File: src/rtl/ir_blob_decoder_pkg.sv
// Shared definitions for the IR camera blob decoder: record layout, state encoding
// and the decoded-blob structure.
package ir_blob_decoder_pkg;

    localparam logic [9:0] INVALID_COORD = 10'h3FF;

    localparam logic [1:0] BLOB_X_LO = 2'd0;
    localparam logic [1:0] BLOB_Y_LO = 2'd1;
    localparam logic [1:0] BLOB_HI   = 2'd2;

    // Field slices of the third record byte: {Y[9:8], X[9:8], S[3:0]}
    localparam int HI_Y_MSB = 7;
    localparam int HI_Y_LSB = 6;
    localparam int HI_X_MSB = 5;
    localparam int HI_X_LSB = 4;
    localparam int HI_S_MSB = 3;
    localparam int HI_S_LSB = 0;

    typedef enum logic [1:0] {
        ST_IDLE    = 2'd0,
        ST_COLLECT = 2'd1,
        ST_PUBLISH = 2'd2
    } state_e;

    typedef struct packed {
        logic [9:0] x;
        logic [9:0] y;
        logic [3:0] s;
        logic       valid;
    } blob_t;

    function automatic logic blob_is_valid(input logic [9:0] x, input logic [9:0] y);
        return !((x == INVALID_COORD) && (y == INVALID_COORD));
    endfunction

endpackage

File: src/rtl/ir_blob_decoder_blob_assembler.sv
// Collects the three bytes of one extended-mode blob record; the decoded blob is
// presented combinationally in the same cycle as the record's last byte.
module blob_assembler
    import ir_blob_decoder_pkg::*;
(
    input  logic       clk_i,
    input  logic       rst_ni,
    input  logic [7:0] byte_i,
    input  logic       accept_i,
    input  logic [1:0] pos_i,
    output logic       blob_done_o,
    output blob_t      blob_o
);

    logic [7:0] b0_q;
    logic [7:0] b1_q;

    always_ff @(posedge clk_i or negedge rst_ni) begin
        if (!rst_ni) begin
            b0_q <= '0;
            b1_q <= '0;
        end else if (accept_i) begin
            if (pos_i == BLOB_X_LO) b0_q <= byte_i;
            if (pos_i == BLOB_Y_LO) b1_q <= byte_i;
        end
    end

    always_comb begin
        blob_done_o  = accept_i && (pos_i == BLOB_HI);
        blob_o.x     = {byte_i[HI_X_MSB:HI_X_LSB], b0_q};
        blob_o.y     = {byte_i[HI_Y_MSB:HI_Y_LSB], b1_q};
        blob_o.s     = byte_i[HI_S_MSB:HI_S_LSB];
        blob_o.valid = blob_is_valid(blob_o.x, blob_o.y);
    end

endmodule

File: src/rtl/ir_blob_decoder.sv
// Frame-level decoder: tracks byte position, keeps the largest valid blob of the
// frame and publishes it with a one-cycle strobe; aborts on restart or idle gap.
//
// state      | meaning
// ST_IDLE    | waiting for a byte flagged as first of frame
// ST_COLLECT | consuming header and blob record bytes
// ST_PUBLISH | one cycle: xy_valid_o high, outputs hold the new frame's result
module ir_blob_decoder
    import ir_blob_decoder_pkg::*;
#(
    parameter int NUM_BLOBS    = 4,
    parameter int HEADER_BYTES = 1,
    parameter int TIMEOUT      = 4096
) (
    input  logic        clk_i,
    input  logic        rst_ni,
    input  logic [7:0]  byte_data_i,
    input  logic        byte_valid_i,
    input  logic        byte_first_i,
    output logic [10:0] x_o,
    output logic [10:0] y_o,
    output logic [3:0]  size_o,
    output logic        found_o,
    output logic [2:0]  blob_count_o,
    output logic        xy_valid_o,
    output logic        frame_error_o
);

    localparam int FRAME_LEN = HEADER_BYTES + 3 * NUM_BLOBS;
    localparam int IW        = $clog2(FRAME_LEN + 1);
    localparam int TW        = $clog2(TIMEOUT);

    state_e          state_q, state_d;
    logic [IW-1:0]   idx_q, cur_idx;
    logic [1:0]      pos_q, cur_pos, next_pos;
    logic [TW-1:0]   tmr_q;
    logic [2:0]      acc_q, acc_base, acc_d;
    logic            have_q, have_base, have_d;
    logic [9:0]      bx_q, by_q, bx_d, by_d;
    logic [3:0]      bs_q, bs_d;
    logic            err_q;
    logic [10:0]     x_q, y_q;
    logic [3:0]      size_q;
    logic            found_q;
    logic [2:0]      blob_count_q;

    logic            start, in_collect, take, is_data, last, restart_err, timeout;
    logic            blob_done;
    blob_t           blob;

    // A flagged first byte always starts a frame at index 0, whatever the state.
    assign start       = byte_valid_i && byte_first_i;
    assign in_collect  = (state_q == ST_COLLECT);
    assign take        = start || (in_collect && byte_valid_i);
    assign cur_idx     = start ? '0 : idx_q;
    assign cur_pos     = start ? BLOB_X_LO : pos_q;
    assign next_pos    = (cur_pos == BLOB_HI) ? BLOB_X_LO : cur_pos + 2'd1;
    assign is_data     = (cur_idx >= IW'(HEADER_BYTES));
    assign last        = take && (cur_idx == IW'(FRAME_LEN - 1));
    assign restart_err = start && in_collect;
    assign timeout     = in_collect && !byte_valid_i && (tmr_q == TW'(1));

    blob_assembler u_blob_assembler (
        .clk_i       (clk_i),
        .rst_ni      (rst_ni),
        .byte_i      (byte_data_i),
        .accept_i    (take && is_data),
        .pos_i       (cur_pos),
        .blob_done_o (blob_done),
        .blob_o      (blob)
    );

    always_comb begin
        acc_base  = start ? '0 : acc_q;
        have_base = start ? 1'b0 : have_q;
        acc_d     = acc_base;
        have_d    = have_base;
        bx_d      = bx_q;
        by_d      = by_q;
        bs_d      = bs_q;
        // Strict compare: on equal size the earlier blob stays selected.
        if (blob_done && blob.valid) begin
            acc_d = acc_base + 3'd1;
            if (!have_base || (blob.s > bs_q)) begin
                have_d = 1'b1;
                bx_d   = blob.x;
                by_d   = blob.y;
                bs_d   = blob.s;
            end
        end
    end

    always_ff @(posedge clk_i or negedge rst_ni) begin
        if (!rst_ni) begin
            state_q <= ST_IDLE;
        end else begin
            state_q <= state_d;
        end
    end

    always_comb begin
        state_d = state_q;
        case (state_q)
            ST_IDLE:    if (start) state_d = ST_COLLECT;
            ST_COLLECT: begin
                if (last)         state_d = ST_PUBLISH;
                else if (timeout) state_d = ST_IDLE;
            end
            ST_PUBLISH: state_d = start ? ST_COLLECT : ST_IDLE;
            default:    state_d = ST_IDLE;
        endcase
    end

    always_comb begin
        xy_valid_o    = (state_q == ST_PUBLISH);
        frame_error_o = err_q;
    end

    always_ff @(posedge clk_i or negedge rst_ni) begin
        if (!rst_ni) begin
            idx_q        <= '0;
            pos_q        <= BLOB_X_LO;
            tmr_q        <= '0;
            acc_q        <= '0;
            have_q       <= 1'b0;
            bx_q         <= '0;
            by_q         <= '0;
            bs_q         <= '0;
            err_q        <= 1'b0;
            x_q          <= '0;
            y_q          <= '0;
            size_q       <= '0;
            found_q      <= 1'b0;
            blob_count_q <= '0;
        end else begin
            err_q <= restart_err || timeout;
            if (take) begin
                tmr_q <= TW'(TIMEOUT - 1);
                if (last) begin
                    idx_q  <= '0;
                    pos_q  <= BLOB_X_LO;
                    acc_q  <= '0;
                    have_q <= 1'b0;
                end else begin
                    idx_q  <= cur_idx + IW'(1);
                    pos_q  <= is_data ? next_pos : cur_pos;
                    acc_q  <= acc_d;
                    have_q <= have_d;
                end
                bx_q <= bx_d;
                by_q <= by_d;
                bs_q <= bs_d;
            end else if (in_collect) begin
                tmr_q <= tmr_q - TW'(1);
                if (timeout) begin
                    idx_q  <= '0;
                    pos_q  <= BLOB_X_LO;
                    acc_q  <= '0;
                    have_q <= 1'b0;
                end
            end
            if (last) begin
                blob_count_q <= acc_d;
                found_q      <= (acc_d != 3'd0);
                if (acc_d != 3'd0) begin
                    x_q    <= {1'b0, bx_d};
                    y_q    <= {1'b0, by_d};
                    size_q <= bs_d;
                end
            end
        end
    end

    assign x_o          = x_q;
    assign y_o          = y_q;
    assign size_o       = size_q;
    assign found_o      = found_q;
    assign blob_count_o = blob_count_q;

endmodule

File: config.mk
export PLATFORM = sky130hd
export DESIGN_NAME = ir_blob_decoder
export DESIGN_NICKNAME = d
export VERILOG_FILES = /design/src/rtl/ir_blob_decoder_pkg.sv /design/src/rtl/ir_blob_decoder_blob_assembler.sv /design/src/rtl/ir_blob_decoder.sv
export SDC_FILE = /design/constraint.sdc
export NUM_CORES = 1
export LEC_CHECK = 0
export BUFFER_PORTS_ARGS = -buffer_cell sky130_fd_sc_hd__buf_2
export CORE_ASPECT_RATIO = 1.5
export CORE_MARGIN = 2
export CORE_UTILIZATION = 58
export CTS_CLUSTER_DIAMETER = 150
export CTS_CLUSTER_SIZE = 14
export DETAILED_ROUTE_END_ITERATION = 10
export PLACE_DENSITY = 0.83
export SLEW_MARGIN = 20
export SYNTH_ARGS = -nofsm -noshare
export SYNTH_HDL_FRONTEND = slang
export SYNTH_SLANG_ARGS = --single-unit
File: constraint.sdc
create_clock -name clk_i -period 3 [get_ports clk_i]
set_clock_uncertainty 0.15 [all_clocks]
set_input_delay 0.6 -clock clk_i [delete_from_list [all_inputs] [get_ports clk_i]]
set_output_delay 0.6 -clock clk_i [all_outputs]
set_load 0.1 [all_outputs]
==> flow_summary.ini, run 1 <==
[outcome]
status = finished, final reports clean

[clocking]
h-tree-depth = 3
cts_tree = done
ctsHoldBuffers = 0
cts-root-buf = clkbuf_8
clk_pin_slew_ns = 0.09
postCtsSetupBuffers = 0
clk_latency_ns = 0.37
cts_made_buffers = 9
clockBufferDepth = 2
post_cts_resize_count = 0
cts.sinks = 93

[worst_setup_path]
start_kind = flop
worstSetupPathType = reg -> reg
rr_endpoint = pos_q[0]$_DFFE_PN0P_
rr_startpoint = state_q[1]$_DFFE_PN0P_
r2r_setup_slack_ns = 0.18
critical_path_peak_fanout = 8
cp.required_ns = 3.11
crit_arrival_ns = 2.93
end_kind = flop
r2r_cells = 7

[synth]
yosysSeqAreaShare_pct = 54.98
synth-edff-count = 0
ys_types = 46
syn_inst = 317
synth_area_um2 = 4233
synth.most_common_cell = dfrtp_1
ys_seq_elements = 93
yosys-top-cells-count = dfrtp_1 (93), mux2_4 (40), nand2_1 (26)
ys_warn_count = 0
avgSynthCellArea_um2 = 13.35
synth_top_area_share_pct = 54.98
synth-main-ff-cell = dfrtp_1
async_flop_share_pct = 100.0
synthTopCellsByArea = dfrtp_1 (55%), mux2_4 (14%), mux2_2 (6.7%)
synth_top_area_cell = dfrtp_1

[flow_run]
maxCapViolations = 0

[pwr]
power.density_nw_per_um2 = 758.0
leakagePower_nw = 2.369
p_total_mw = 3.613
vdd_drop_max_uv = 440.5

[drt]
firstDrtPassIters = 4
viasPerCell = 5.773
routed_wirelength_mm = 8.333
drc = 0
wl_per_cell_um = 18.35
drt_iter0_drc = 149
vias = 2621
ant_nets = 0

[sta]
final-setup-viol-count = 0
drv_slew = 0
slew_headroom_pct = 56.04
fin_crit_ns = 2.815
hold_viol = 0
finalCritPeriodShare_pct = 93.83
tightestPinTransition_ns = 0.6594
rsz0062_at_grt = false
fmax_ghz = 0.3552
setup_tns_ns = 0

[floorplan]
start_util_pct = 59.35
io_pins = 44
chipWidth_um = 73.75
rows = 38
dieArea_um2 = 8011
core_area_um2 = 7132
die_y_um = 108.6

[placed_design]
gp_congestion = 0.7936
io_buffers = 41
dp_hpwl_mm = 5.760

[hold_path]
min_path_type = in -> async

[global_route]
grt.met2_usage_pct = 39.92
track_usage_pct = 22.62
antenna_found_initial = 0
grt_max_degree = 54
met1_usage_pct = 27.22
busiest_layer = met2
grt_pass1_wl_mm = 13.66
first_global_vias = 2735
use_met3_pct = 3.882
grt_overflow = 0

[final_layout]
area_growth_pct = 12.62
final_nets = 389
layout-drive-gt1-share_pct = 36.90
antennaDiodeCount = 0
fillers = 516
## cell families after synthesis
kind of cell / synth area share, %
flops: 54.98
compound gates: 6.474
other cells: 0.08859
mux: 21.31
xor+xnor: 1.862
simple gates: 9.429
buf+inv: 3.488
fa+ha+maj: 2.365
## cell type report
| class | instances | area [um2] | share of cell area [%] |
|---|---|---|---|
| clock buffer | 10 | 127.6 | 2.677 |
| clock inverter | 6 | 70.07 | 1.470 |
| multi-input combinational | 200 | 1762 | 36.96 |
| sequential | 93 | 2327 | 48.82 |
| timing repair buffer | 53 | 335.3 | 7.034 |
| tap | 80 | 100.1 | 2.100 |
| inverter | 12 | 45.04 | 0.9449 |
## through the flow
step | std cells | setup WS [ns] | util, % | hold WS (ns) | instance area (um2)
floorplan | 318 | 0.07554 | - | 0.1544 | 4237
global placement | 438 | 0.2131 | 64.07 | 0.3116 | 4569
detailed placement | 438 | 0.1421 | 64.07 | 0.3151 | 4569
CTS | 454 | 0.2388 | 66.84 | 0.1299 | 4767
global route | 454 | 0.09347 | 66.84 | 0.1603 | 4767
finish | 454 | 0.1850 | 66.84 | 0.1074 | 4767
## how the worst max path moves through the flow
stage | from | endpoint | slack [ns] | cells past startpoint
2_1_floorplan | byte_valid_i | size_o[0]$_DFFE_PN0P_ | 0.08 | 12
3_3_place_gp | byte_first_i | x_o[1]$_DFFE_PN0P_ | 0.21 | 10
3_5_place_dp | byte_first_i | x_o[7]$_DFFE_PN0P_ | 0.14 | 10
4_1_cts | state_q[1]$_DFFE_PN0P_ | pos_q[0]$_DFFE_PN0P_ | 0.24 | 7
5_1_grt | state_q[1]$_DFFE_PN0P_ | pos_q[0]$_DFFE_PN0P_ | 0.09 | 7
6_report | state_q[1]$_DFFE_PN0P_ | pos_q[0]$_DFFE_PN0P_ | 0.18 | 7
## flip-flops by register name, indices dropped and copies added (netlist names), 8 cells and up
signal and count:
tmr_q 12, bx_q 10, by_q 10, x_o 10, y_o 10, u_blob_assembler.b0_q 8
u_blob_assembler.b1_q 8
## metal layers
layer / share of wire, % / up-vias
li1: - / 1226
met1: 41 / 1317
met2: 54 / 59
met3: 2.7 / 19
met4: 2.1 / 0
met5: 0 / -
## layout by cell type, fill, tap and decap left out, types with 2 or more instances in the layout
master | Yosys | final
nor2_1 | 8 | 8
and2_1 | 2 | 2
nand2b_1 | 2 | 2
mux2i_1 | 2 | 2
buf_2 | 1 | 40
nand4_1 | 5 | 5
dfrtp_1 | 93 | 93
nor3_1 | 7 | 7
xnor2_1 | 7 | 7
and3_1 | 6 | 6
nor4_1 | 3 | 3
o21ai_0 | 14 | 14
clkbuf_8 | 0 | 9
nor2b_1 | 3 | 3
ha_1 | 8 | 8
buf_4 | 4 | 10
a22o_1 | 4 | 4
nor3b_1 | 2 | 2
clkinv_4 | 0 | 2
inv_6 | 0 | 2
inv_1 | 12 | 12
conb_1 | 1 | 2
mux2_4 | 40 | 40
nand2_1 | 26 | 26
mux2_2 | 25 | 25
buf_12 | 0 | 3
xor2_1 | 2 | 2
a21oi_1 | 8 | 8
nand3_1 | 2 | 2
a21o_1 | 3 | 3
nand3b_1 | 2 | 2
## power by group
part | switching [mW] | internal [mW]
sequential | 0.233 | 1.57
combinational | 0.456 | 0.504
clock | 0.456 | 0.393
total | 1.14 | 2.47
## worst max-delay path: stages (launching register included)
cell and delay (ns):
dfrtp_1 0.39, nand2b_1 0.25, or4_1 0.53, nor3_1 0.35, and3_1 0.33, o21ai_1 0.24, o21bai_1 0.27, a32o_1 0.21
Power figures use the tool's default switching activity.
==> run 2: changes to the inputs <==
--- a/config.mk
+++ b/config.mk
@@ -12,6 +12,7 @@
 export CTS_CLUSTER_DIAMETER = 150
 export CTS_CLUSTER_SIZE = 14
 export DETAILED_ROUTE_END_ITERATION = 10
+export MAX_ROUTING_LAYER = met4
 export PLACE_DENSITY = 0.83
 export SLEW_MARGIN = 20
 export SYNTH_ARGS = -nofsm -noshare
==> run 2 against run 1 <==
  * Setup slack better by 0.0041 ns
  * Die area did not move
  * Power is 0.15% lower
  * Sequential share of layout area unchanged
  * Non-clock buffer count unchanged
  * Design area stayed put
  * Critical endpoint unchanged
  * Largest power group unchanged
==> flow_summary.ini, run 2 (synthesized netlist as in run 1, its figures left out) <==
[sta]
hold_viol = 0
final-setup-viol-count = 0
finalCritPeriodShare_pct = 93.70
tightestPinTransition_ns = 0.6614
setup_tns_ns = 0
rsz0062_at_grt = false
slew_headroom_pct = 55.91
fin_crit_ns = 2.811
drv_slew = 0
fmax_ghz = 0.3557

[worst_setup_path]
cp.required_ns = 3.11
path_buf_inv = 0
critPathMaxStageDelay_ns = 0.53
r2r_cells = 7
critical_path_peak_fanout = 8
slowest_stage = or4_1
rr_endpoint = pos_q[0]$_DFFE_PN0P_
rr_startpoint = state_q[1]$_DFFE_PN0P_
critPathTopFamily = simple AND/OR/NAND/NOR gates
r2r_setup_slack_ns = 0.19
start_kind = flop
worstSetupPathType = reg -> reg
end_kind = flop
crit_arrival_ns = 2.92
crit_path_cell_trace = nand2b_1 -> or4_1 -> nor3_1 -> and3_1 -> o21ai_1 -> o21bai_1 -> a32o_1

[global_route]
use_met3_pct = 4.159
antenna_found_initial = 0
grt_pass1_wl_mm = 13.65
grt_max_degree = 54
grt_overflow = 0
first_global_vias = 2729
track_usage_pct = 23.25
busiest_layer = met2
grt.met2_usage_pct = 39.86
met1_usage_pct = 27.22

[final_layout]
antennaDiodeCount = 0
area_growth_pct = 12.62
fin_util_pct = 66.84
fin_cells = 454
fillers = 516
regMostFlops = tmr_q
final_common_cell = dfrtp_1
largest_reg_flops = 12
postLayoutCellArea_um2 = 4767
final_cell_mix = dfrtp_1 (93), mux2_4 (40), buf_2 (40)
layout-drive-gt1-share_pct = 36.90
final_nets = 389

[placed_design]
dp.cells = 438
gp_congestion = 0.8049
dp_hpwl_mm = 5.760
dpl_cell_area_um2 = 4569
io_buffers = 41

[drt]
firstDrtPassIters = 4
drc = 0
wl_per_cell_um = 18.22
viasPerCell = 5.738
vias = 2605
ant_nets = 0
drt_iter0_drc = 144
routed_wirelength_mm = 8.274

[floorplan]
chipWidth_um = 73.75
start_util_pct = 59.35
core_area_um2 = 7132
die_y_um = 108.6
rows = 38
io_pins = 44
dieArea_um2 = 8011

[clocking]
postCtsSetupBuffers = 0
cts.sinks = 93
post_cts_resize_count = 0
clk_latency_ns = 0.36
clockBufferDepth = 2
ctsHoldBuffers = 0
cts-root-buf = clkbuf_8
clk_pin_slew_ns = 0.09
h-tree-depth = 3
cts_tree = done
cts_made_buffers = 9

[outcome]
status = finished, final reports clean

[flow_run]
maxCapViolations = 0

[pwr]
power.density_nw_per_um2 = 756.9
vdd_drop_max_uv = 434.2
leakagePower_nw = 2.369

[hold_path]
min_path_type = in -> async
==> run 2: cell counts in the layout (fill, tap and decap cells not counted) <==
Identical to the previous run, type by type.
==> run 2: per-stage QoR <==
stage | power (mW) | hold slack [ns] | setup slack, ns
2_1_floorplan | 2.497 | 0.1544 | 0.07554
3_3_place_gp | 2.699 | 0.3116 | 0.2131
3_5_place_dp | 2.769 | 0.3151 | 0.1421
4_1_cts | 3.622 | 0.1299 | 0.2388
5_1_grt | 3.805 | 0.1542 | 0.09306
6_report | 3.608 | 0.1098 | 0.1890
==> run 2: area by class of cell <==
class                           instances  area (um2)  share of cell area, %
Clock inverter                          6       70.07                  1.470
Sequential cell                        93        2327                  48.82
Timing Repair Buffer                   53       335.3                  7.034
Tap cell                               80       100.1                  2.100
Multi-Input combinational cell        200        1762                  36.96
Clock buffer                           10       127.6                  2.677
Inverter                               12       45.04                 0.9449
==> run 2: worst max-delay path by stage <==
stage	start	endpoint	slack (ns)	depth (start not counted)
floorplan	byte_valid_i	size_o[0]$_DFFE_PN0P_	0.08	12
global placement	byte_first_i	x_o[1]$_DFFE_PN0P_	0.21	10
detailed placement	byte_first_i	x_o[7]$_DFFE_PN0P_	0.14	10
CTS	state_q[1]$_DFFE_PN0P_	pos_q[0]$_DFFE_PN0P_	0.24	7
global route	state_q[1]$_DFFE_PN0P_	pos_q[0]$_DFFE_PN0P_	0.09	7
finish	state_q[1]$_DFFE_PN0P_	pos_q[0]$_DFFE_PN0P_	0.19	7
==> run 2: power by group <==
part	switching (mW)	total, mW	internal, mW
Clock	0.452	0.845	0.393
Sequential	0.233	1.80	1.57
Combinational	0.454	0.958	0.504
Total	1.14	3.61	2.47
==> run 2: layer usage <==
layer | share of wire [%] | vias to the layer above | routed length (um)
li1 | - | 1226 | -
met1 | 41 | 1319 | 3399
met2 | 55 | 48 | 4537
met3 | 2.5 | 12 | 208
met4 | 1.5 | 0 | 128
met5 | 0 | - | 0
==> run 3: changes to the inputs <==
--- a/config.mk
+++ b/config.mk
@@ -5,15 +5,16 @@
 export SDC_FILE = /design/constraint.sdc
 export NUM_CORES = 1
 export LEC_CHECK = 0
+export ABC_AREA = 1
 export BUFFER_PORTS_ARGS = -buffer_cell sky130_fd_sc_hd__buf_2
 export CORE_ASPECT_RATIO = 1.5
 export CORE_MARGIN = 2
-export CORE_UTILIZATION = 58
+export CORE_UTILIZATION = 59
 export CTS_CLUSTER_DIAMETER = 150
 export CTS_CLUSTER_SIZE = 14
 export DETAILED_ROUTE_END_ITERATION = 10
 export MAX_ROUTING_LAYER = met4
-export PLACE_DENSITY = 0.83
+export PLACE_DENSITY = 0.84
 export SLEW_MARGIN = 20
 export SYNTH_ARGS = -nofsm -noshare
 export SYNTH_HDL_FRONTEND = slang
==> run 3 against run 2 <==
  * Power up 31%
  * Sequential power up 3%
  * Wire length up 17%
  * Largest cell class unchanged
  * Highest routed layer unchanged
==> flow_summary.ini, run 3 <==
[synth]
synth_top_area_cell = dfrtp_1
avgSynthCellArea_um2 = 9.012
synth.most_common_cell = nand2_1
synth-simple-area-share_pct = 30.88
async_flop_share_pct = 100.0
ys_seq_elements = 93
yosysSeqAreaShare_pct = 51.75
synthAdderAreaFrac_pct = 2.226
synthTopCellsByArea = dfrtp_1 (52%), nand2_1 (11%), nand3_1 (7.2%)
synth_area_um2 = 4497
synth_compound_area_share_pct = 6.761
ys_warn_count = 0
ys_types = 38
syn_inst = 499
synth_top_family_by_area = simple AND/OR/NAND/NOR gates
synth-edff-count = 0
synth-main-ff-cell = dfrtp_1
synth_mux_area_share_pct = 0
synth_top_area_share_pct = 51.75
yosys-top-cells-count = nand2_1 (135), dfrtp_1 (93), nand3_1 (65)
synth-xor-area-share_pct = 0.3895

[clocking]
clk_pin_slew_ns = 0.07
cts-root-buf = clkbuf_16
cts.sinks = 93
h-tree-depth = 3
cts_tree = done
postCtsSetupBuffers = 0
clockBufferDepth = 2
clk_latency_ns = 0.34
ctsHoldBuffers = 0
post_cts_resize_count = 0
cts_made_buffers = 9

[worst_setup_path]
end_kind = flop
start_kind = input pin
critPathTopFamily = simple AND/OR/NAND/NOR gates
critPathMaxStageDelay_ns = 0.25
cp.required_ns = 3.07
slowest_stage = nand3_4
path_buf_inv = 4
worstSetupPathType = in -> reg
critical_path_peak_fanout = 24
crit_path_cell_trace = buf_2 -> nand2_2 -> inv_1 -> nor2_2 -> ha_1 -> xor2_1 -> inv_1 -> nand3_1 -> nand2_2 -> inv_2 -> nand3_4 -> nand3_1 -> nand2_1
crit_arrival_ns = 2.43

[placed_design]
dp_hpwl_mm = 6.594
io_buffers = 41
gp_congestion = 0.9651
dp.cells = 627

[pwr]
p_comb_share_pct = 33.5
netSwitchingFraction_pct = 40.21
internal_power_mw = 2.830
p_total_mw = 4.733
clkPwrFrac_pct = 27.3
vdd_drop_max_uv = 845.0
seq_power_share_pct = 39.2
leakagePower_nw = 2.620
power_switching_mw = 1.903
power.density_nw_per_um2 = 939.5

[floorplan]
start_util_pct = 59.84
rows = 39
die_y_um = 110.9
core_area_um2 = 7515
chipWidth_um = 75.28
io_pins = 44
dieArea_um2 = 8350

[global_route]
grt_max_degree = 59
first_global_vias = 3532
grt_overflow = 0
grt_pass1_wl_mm = 16.50
antenna_found_initial = 0
track_usage_pct = 26.55

[sta]
rsz0062_at_grt = false
tightestPinTransition_ns = 0.5022
slew_headroom_pct = 66.44
holdWs_ns = 0.06507
finalCritPeriodShare_pct = 78.70
final-setup-viol-count = 0
fmax_ghz = 0.4236
fin_crit_ns = 2.361
hold_viol = 0
setup_tns_ns = 0
drv_slew = 0

[drt]
drt_iter0_drc = 266
firstDrtPassIters = 5
ant_nets = 0
drc = 0
wl_per_cell_um = 15.01
routed_wirelength_mm = 9.651
vias = 3560
viasPerCell = 5.537

[final_layout]
final_nets = 556
fillers = 616
layout-drive-gt1-share_pct = 19.22
regMostFlops = tmr_q
fin_cells = 643
largest_reg_flops = 12
final_cell_mix = nand2_1 (135), dfrtp_1 (93), nand3_1 (65)
antennaDiodeCount = 0
area_growth_pct = 12.02
final_common_cell = nand2_1
fin_util_pct = 67.03

[hold_path]
min_path_type = in -> async

[flow_run]
maxCapViolations = 0

[outcome]
status = finished, final reports clean
[run 3: cell types whose count changed in the layout (fill, tap and decap cells not counted), moves of 9 or more]
| cell | delta |
|---|---|
| mux2_4 | -40 |
| nand3_2 | +19 |
| inv_1 | +28 |
| nand2_1 | +109 |
| clkbuf_16 | +9 |
| nor2_1 | +16 |
| o21ai_0 | +28 |
| nand3_1 | +63 |
| mux2_2 | -25 |
| clkbuf_8 | -9 |
[run 3: layout make-up]
type	instances	area, um2	share of cell area, %
multi-input combinational	344	1824	36.21
clock buffer	10	229.0	4.545
clock inverter	6	111.4	2.211
timing repair buffer	46	257.7	5.117
inverter	42	160.2	3.179
tap	102	127.6	2.534
sequential	93	2327	46.20
[run 3: worst reg2reg max path, cell delays in order, from the launching register on]
cell	delay (ns)
dfrtp_1	0.36
inv_1	0.05
ha_1	0.33
nand2_1	0.07
o21ai_0	0.23
nand2_1	0.08
nand2_1	0.27
buf_4	0.27
nand3_1	0.11
nand2_1	0.11
nand3_1	0.09
nand2_1	0.08
[run 3: routing by layer]
| metal | up-vias | global-route usage, % | routed length [um] |
|---|---|---|---|
| met5 | - | - | 0 |
| met4 | 0 | 10.64 | 252 |
| met3 | 30 | 5.273 | 441 |
| met2 | 118 | 41.74 | 5072 |
| met1 | 1709 | 33.27 | 3884 |
| li1 | 1703 | - | - |
[run 3: kinds of logic after synthesis]
| kind of cell | after synthesis |
|---|---|
| AOI/OAI and AO/OA | 56 |
| xor gates and xnor gates | 2 |
| adders and majority gates | 8 |
| and+or+nand+nor | 276 |
| buffers and inverters | 63 |
| other | 1 |
| DFF | 93 |
[run 3: worst paths after layout]
path	start	to	slack, ns	depth (start not counted)
worst max-delay path	byte_valid_i	x_o[9]$_DFFE_PN0P_	0.64	13
worst min-delay path	rst_ni	blob_count_o[1]$_DFFE_PN0P_	0.07	1
worst max register to register	bs_q[3]$_DFFE_PN0N_	x_o[7]$_DFFE_PN0P_	0.76	11
worst min register to register	by_q[4]$_DFFE_PN0N_	by_q[4]$_DFFE_PN0N_	0.32	2
max in group asynchronous	rst_ni	tmr_q[0]$_DFFE_PN0P_	1.97	2
min in group clk_i	by_q[4]$_DFFE_PN0N_	by_q[4]$_DFFE_PN0N_	0.32	2
[run 3: power by group through the flow]
stage	logic (mW)	registers [mW]	clock network [mW]
6_report	1.59	1.85	1.29
5_1_grt	1.76	1.89	1.37
3_5_place_dp	1.57	1.86	0
4_1_cts	1.59	1.85	1.30
3_3_place_gp	1.52	1.85	0
2_1_floorplan	0.891	2.24	0
[run 3: through the flow]
stage / worst slack [ns] / area (um2)
global placement: 0.3371 / 4697
global route: 0.4418 / 5037
finish: 0.6391 / 5037
floorplan: 0.5972 / 4501
detailed placement: 0.2880 / 4697
CTS: 0.6383 / 5037
